[src/rtl/toy_pkg.sv]
// Shared definitions for the toy CPU bus: responder FSM states, RORW encoding and default widths.
package toy_pkg;

   localparam int unsigned DEF_DATA_W = 8;
   localparam int unsigned DEF_ADDR_W = 8;

   localparam logic RORW_READ  = 1'b1;
   localparam logic RORW_WRITE = 1'b0;

   typedef logic [1:0] state_t;

   localparam state_t ST_IDLE = 2'd0;
   localparam state_t ST_BUSY = 2'd1;
   localparam state_t ST_ACK  = 2'd2;

endpackage

[src/rtl/toy_mem_array.sv]
// Single-port synchronous RAM; read data is registered and only updates on a read strobe.
module toy_mem_array #(
   parameter int unsigned DATA_W = 8,
   parameter int unsigned ADDR_W = 8
) (
   input  logic              i_clk,
   input  logic              i_rst,
   input  logic              i_we,
   input  logic              i_re,
   input  logic [ADDR_W-1:0] i_addr,
   input  logic [DATA_W-1:0] i_wdata,
   output logic [DATA_W-1:0] o_rdata
);

   logic [DATA_W-1:0] r_mem [2**ADDR_W];
   logic [DATA_W-1:0] r_rdata;

   // Array contents deliberately survive reset.
   always_ff @(posedge i_clk) begin
      if (i_we) begin
         r_mem[i_addr] <= i_wdata;
      end
   end

   always_ff @(posedge i_clk) begin
      if (i_rst) begin
         r_rdata <= '0;
      end else if (i_re) begin
         r_rdata <= r_mem[i_addr];
      end
   end

   assign o_rdata = r_rdata;

endmodule

[src/rtl/toy_mem_resp.sv]
// Memory-side responder for the toy CPU bus: request latch, wait-state counter, commit FSM.
// Optional write protection of addresses 0..PROT_TOP is enabled by defining TOY_MEM_WP_EN.
module toy_mem_resp
   import toy_pkg::*;
#(
   parameter int unsigned       DATA_W      = DEF_DATA_W,
   parameter int unsigned       ADDR_W      = DEF_ADDR_W,
   parameter int unsigned       WAIT_CYCLES = 0,
   parameter logic [ADDR_W-1:0] PROT_TOP    = 'h0F
) (
   input  logic              CLK,
   input  logic              RESET,
   input  logic [ADDR_W-1:0] ADDR,
   input  logic [DATA_W-1:0] WDATA,
   input  logic              RORW,
   input  logic              MEM_EN,
   output logic [DATA_W-1:0] RDATA,
   output logic              RDY,
   output logic              ERR
);

   state_t            r_state;
   logic [3:0]        r_cnt;
   logic [ADDR_W-1:0] r_addr;
   logic [DATA_W-1:0] r_wdata;
   logic              r_rorw;
   logic              r_rdy;
   logic              r_err;

   logic w_commit;
   logic w_prot;
   logic w_we;
   logic w_re;

`ifdef TOY_MEM_WP_EN
   assign w_prot = (r_rorw == RORW_WRITE) && (r_addr <= PROT_TOP);
`else
   assign w_prot = 1'b0;
`endif

   // Reset wins over a pending commit so an abandoned access never touches the array.
   assign w_commit = (r_state == ST_BUSY) && (r_cnt == 4'd0) && !RESET;
   assign w_we     = w_commit && (r_rorw == RORW_WRITE) && !w_prot;
   assign w_re     = w_commit && (r_rorw == RORW_READ);

   always_ff @(posedge CLK) begin
      if (RESET) begin
         r_state <= ST_IDLE;
         r_cnt   <= 4'd0;
         r_rdy   <= 1'b0;
         r_err   <= 1'b0;
      end else begin
         case (r_state)
            ST_IDLE: begin
               r_rdy <= 1'b0;
               r_err <= 1'b0;
               if (MEM_EN) begin
                  r_addr  <= ADDR;
                  r_wdata <= WDATA;
                  r_rorw  <= RORW;
                  r_cnt   <= 4'(WAIT_CYCLES);
                  r_state <= ST_BUSY;
               end
            end
            ST_BUSY: begin
               if (r_cnt != 4'd0) begin
                  r_cnt <= r_cnt - 4'd1;
               end else begin
                  r_rdy   <= 1'b1;
                  r_err   <= w_prot;
                  r_state <= ST_ACK;
               end
            end
            ST_ACK: begin
               r_rdy   <= 1'b0;
               r_err   <= 1'b0;
               r_state <= ST_IDLE;
            end
            default: begin
               r_rdy   <= 1'b0;
               r_err   <= 1'b0;
               r_state <= ST_IDLE;
            end
         endcase
      end
   end

   toy_mem_array #(
      .DATA_W (DATA_W),
      .ADDR_W (ADDR_W)
   ) u_array (
      .i_clk   (CLK),
      .i_rst   (RESET),
      .i_we    (w_we),
      .i_re    (w_re),
      .i_addr  (r_addr),
      .i_wdata (r_wdata),
      .o_rdata (RDATA)
   );

   assign RDY = r_rdy;
   assign ERR = r_err;

endmodule

[config.mk]
export PLATFORM = sky130hd
export DESIGN_NAME = toy_mem_resp
export DESIGN_NICKNAME = d
export VERILOG_FILES = /design/src/rtl/toy_pkg.sv /design/src/rtl/toy_mem_array.sv /design/src/rtl/toy_mem_resp.sv
export SDC_FILE = /design/constraint.sdc
export NUM_CORES = 2
export LEC_CHECK = 0
export BUFFER_PORTS_ARGS = -buffer_cell sky130_fd_sc_hd__buf_2
export CAP_MARGIN = 20
export CORE_ASPECT_RATIO = 0.5
export CORE_MARGIN = 2
export CORE_UTILIZATION = 55
export DETAILED_ROUTE_END_ITERATION = 8
export MAX_ROUTING_LAYER = met4
export PLACE_DENSITY = 0.69
export RECOVER_POWER = 50
export REMOVE_ABC_BUFFERS = 1
export SETUP_SLACK_MARGIN = 0.15
export SKIP_CTS_REPAIR_TIMING = 1
export SLEW_MARGIN = 25
export SYNTH_ARGS = -nofsm -noshare
export SYNTH_HDL_FRONTEND = slang
export SYNTH_SLANG_ARGS = --single-unit
[constraint.sdc]
create_clock -name CLK -period 9 [get_ports CLK]
set_clock_uncertainty 0.05 [all_clocks]
set_input_delay 1.35 -clock CLK [delete_from_list [all_inputs] [get_ports CLK]]
set_output_delay 1.35 -clock CLK [all_outputs]
set_load 0.01 [all_outputs]
==> impl_metrics.tcl <==
set metrics [dict create \
    status "complete, but fails checks" \
    violations "max-capacitance violations, max-slew violations" \
    crit_chain "clkbuf_1, clkbuf_2" \
    final_cells 6028 \
    die_area_mm2 0.150 \
    place_worst_setup_slack_ns 3.98 \
    cts_buffer_depth 3 \
    path_clk_slew_ns 0.06 \
    layout_commonest_cell "edfxtp_1" \
    fmax_mhz 159 \
    syn2layout_area_growth_pct 9.77 \
    ys_warn_count 0 \
    ys_seq_area_share_pct 77.2 \
    arrival_ns 6.29 \
    ant_nets 0 \
    p_clk_share_pct 38.6 \
    dr.max_layer_used "met4" \
    dr.first_iter.drc_count 5877 \
    netSwitchingPower_uw 4360 \
    place.gp.congestion 0.910 \
    p_leak_uw 0.0274 \
    power-per-cell-area_mw_per_mm2 223 \
    final_max_slew_viol_count 810 \
    syn-cell-area_mm2 0.0807 \
    cp-end-kind "register" \
    finalHoldViolCount 0 \
    fin_area_mm2 0.0886 \
    switching_share_pct 22.1 \
    slew_headroom_pct -166 \
    cp-start-kind "register" \
    min_to "u_array.o_rdata[7]" \
    min_period_ns 6.31 \
    clock_sinks 2080 \
    start_util_pct 55.4 \
    synth_edf_count 2065 \
    synth.distinct_cells 70 \
    grt_start_max_net_pins 188 \
    maxCapViolations 10 \
    antenna_found_initial 4 \
    placed_area_mm2 0.0830 \
    ios 30 \
    drc 0 \
    ff2ff_setup_slack_ns 2.69 \
    path_class "register to register" \
    die_y_um 275 \
    synth_ff_type "edfxtp_1" \
    power_frac_comb_pct 6.8 \
    grtUsageTotal_pct 28.4 \
    tritoncts "yes" \
    vdd_ir_drop_max_mv 0.220 \
    synthCells 3854 \
    period_share_pct 70.1 \
    p_int_uw 15400 \
    total_power_uw 19700 \
    htreeDepth 4 \
    drtPass1Iterations 7 \
    dp_hpwl_mm 120 \
    setup_viol 0 \
    crit_family "buffers and inverters" \
    async_reset_ff_share_pct 0 \
    hold_path.class "register to register" \
    vias_per_cell 6.74 \
    cts_root_buffer "clkbuf_16" \
    coreArea_mm2 0.146 \
    worstRegToRegCells 2 \
    ys_seq_elements 2080 \
    min_path_cells 2 \
    crit_start "r_wdata[3]" \
    dp.cells 5707 \
    globalRouteOverflowTotal 0 \
    grt_pass1_vias 39800 \
    worst_slack_ns 2.69 \
    clk_latency_ns 0.80 \
    rsz0062_at_grt "false" \
    met1_length_mm 81.7 \
    crit_path_top_delay_cell "clkbuf_2" \
    holdCritStartpoint "u_array.o_rdata[7]" \
    power_frac_seq_pct 54.6 \
    fin_nets 3934 \
    layout-drive-gt1-share_pct 21.6 \
    io_buffers 28 \
    worstMarginPinSlew_ns 3.98 \
    grt_pass1_wl_mm 293 \
    final_cell_mix "edfxtp_1, mux4_2, nor2_1" \
    postRouteWirelength_mm 205 \
    avgRoutedWirePerCell_um 34.1 \
    wl_met3_mm 25.9 \
    required_ns 8.98 \
    crit_buf_inv 2 \
    cts_inserted_buffers 173 \
    rows 99 \
    synth.avg_cell_area_um2 20.9 \
    vias 40600 \
    max_stage_delay_ns 2.80 \
    fin_setup_tns_ns 0 \
    path_max_fanout 159 \
    dieWidth_um 546 \
    worstReg2RegStart "r_wdata[3]" \
    route.met2.wl_mm 91.8 \
    r2r-end "u_array.r_mem[108][3]" \
]
flip-flops by register name, summed over array words and instances (netlist names):
signal and count:
u_array.o_rdata 8, r_rorw 1, RDY 1, u_array.r_mem 2048, r_wdata 8, r_cnt 4, r_addr 8, r_state 2
power by group through the flow:
stage | Sequential, uW | Clock, uW | Combinational, uW
6_report | 10800 | 7600 | 1350
5_1_grt | 10800 | 8000 | 1410
4_1_cts | 10800 | 7650 | 1330
3_5_place_dp | 11000 | 0 | 1330
3_3_place_gp | 11000 | 0 | 1310
2_1_floorplan | 11200 | 0 | 1000
worst max path at each step:
stage / end / slack (ns) / depth (start not counted)
after detailed placement: u_array.r_mem[5][0] / 3.98 / 8
after global placement: u_array.r_mem[97][2] / 4.00 / 8
after floorplan: u_array.o_rdata[3] / -10.73 / 6
final: u_array.r_mem[108][3] / 2.69 / 2
after CTS: u_array.o_rdata[6] / 4.28 / 10
after global routing: u_array.r_mem[108][3] / 2.48 / 2
logic make-up (layout without fill, tap and decap cells):
group / count (synthesis) / count (layout) / synth area share [%]
adders and majority gates: 1 / 1 / 0.0155
buffers and inverters: 244 / 445 / 1.57
and+or+nand+nor: 605 / 605 / 3.16
DFF: 2080 / 2080 / 77.2
muxes: 668 / 668 / 15.8
AOI/OAI and AO/OA: 252 / 252 / 2.27
xor gates and xnor gates: 3 / 3 / 0.0325
other: 1 / 5 / 0.00464
metrics by stage:
step | hold slack (ns) | util (%)
3_3_place_gp | 0.457 | 56.9
4_1_cts | 0.508 | 60.8
2_1_floorplan | 0.435 | -
6_report | 0.522 | 60.8
3_5_place_dp | 0.488 | 56.9
5_1_grt | 0.528 | 60.8
cell usage after synthesis, types with 3 or more instances:
master	n	area [um2]
a311oi_1	7	61.3
mux4_2	483	10900
edfxtp_1	2065	62000
nor2b_1	12	75.1
buf_2	73	365
clkbuf_1	76	285
and2_1	4	25.0
nand4_1	7	43.8
o31ai_1	3	22.5
mux2_2	8	90.1
nor3b_1	3	22.5
buf_1	24	90.1
a2111oi_0	3	26.3
nor3_1	16	80.1
a211o_1	4	35.0
nand2_1	161	604
and3_1	12	75.1
mux2i_1	177	1770
a32o_1	5	50.1
nor2_1	311	1170
a211oi_1	9	67.6
nand2b_1	9	56.3
o22ai_1	41	257
o21ai_0	29	145
a22oi_1	43	323
buf_4	46	345
a21oi_1	17	85.1
a31oi_1	12	75.1
a32oi_1	34	298
dfxtp_1	15	300
inv_1	10	37.5
o22a_1	5	43.8
o211ai_1	7	52.6
o2111ai_1	8	70.1
o311ai_0	5	43.8
nand3_1	55	275
buf_6	11	124
final cells by class:
| cell class | instances | area, um2 |
|---|---|---|
| flip-flops and latches | 2080 | 62300 |
| diodes | 4 | 10.0 |
| inverters | 12 | 55.1 |
| clock buffers | 215 | 4630 |
| repair buffers | 116 | 907 |
| multi-input cells | 1530 | 17300 |
| well taps | 1969 | 2460 |
| fillers | 10000 | 57200 |
| clock inverters | 102 | 985 |
tightest hold or removal path, cell delays in order (launching register included):
cell and delay [ns]:
dfxtp_1 0.35, nor2_1 0.12, a211oi_1 0.05
layer usage:
metal / vias up / track usage (%)
met2: 2714 / 40.4
met4: 0 / 8.20
li1: 16100 / -
met1: 21500 / 40.4
met5: - / -
met3: 339 / 8.10
Power figures use the tool's default switching activity.
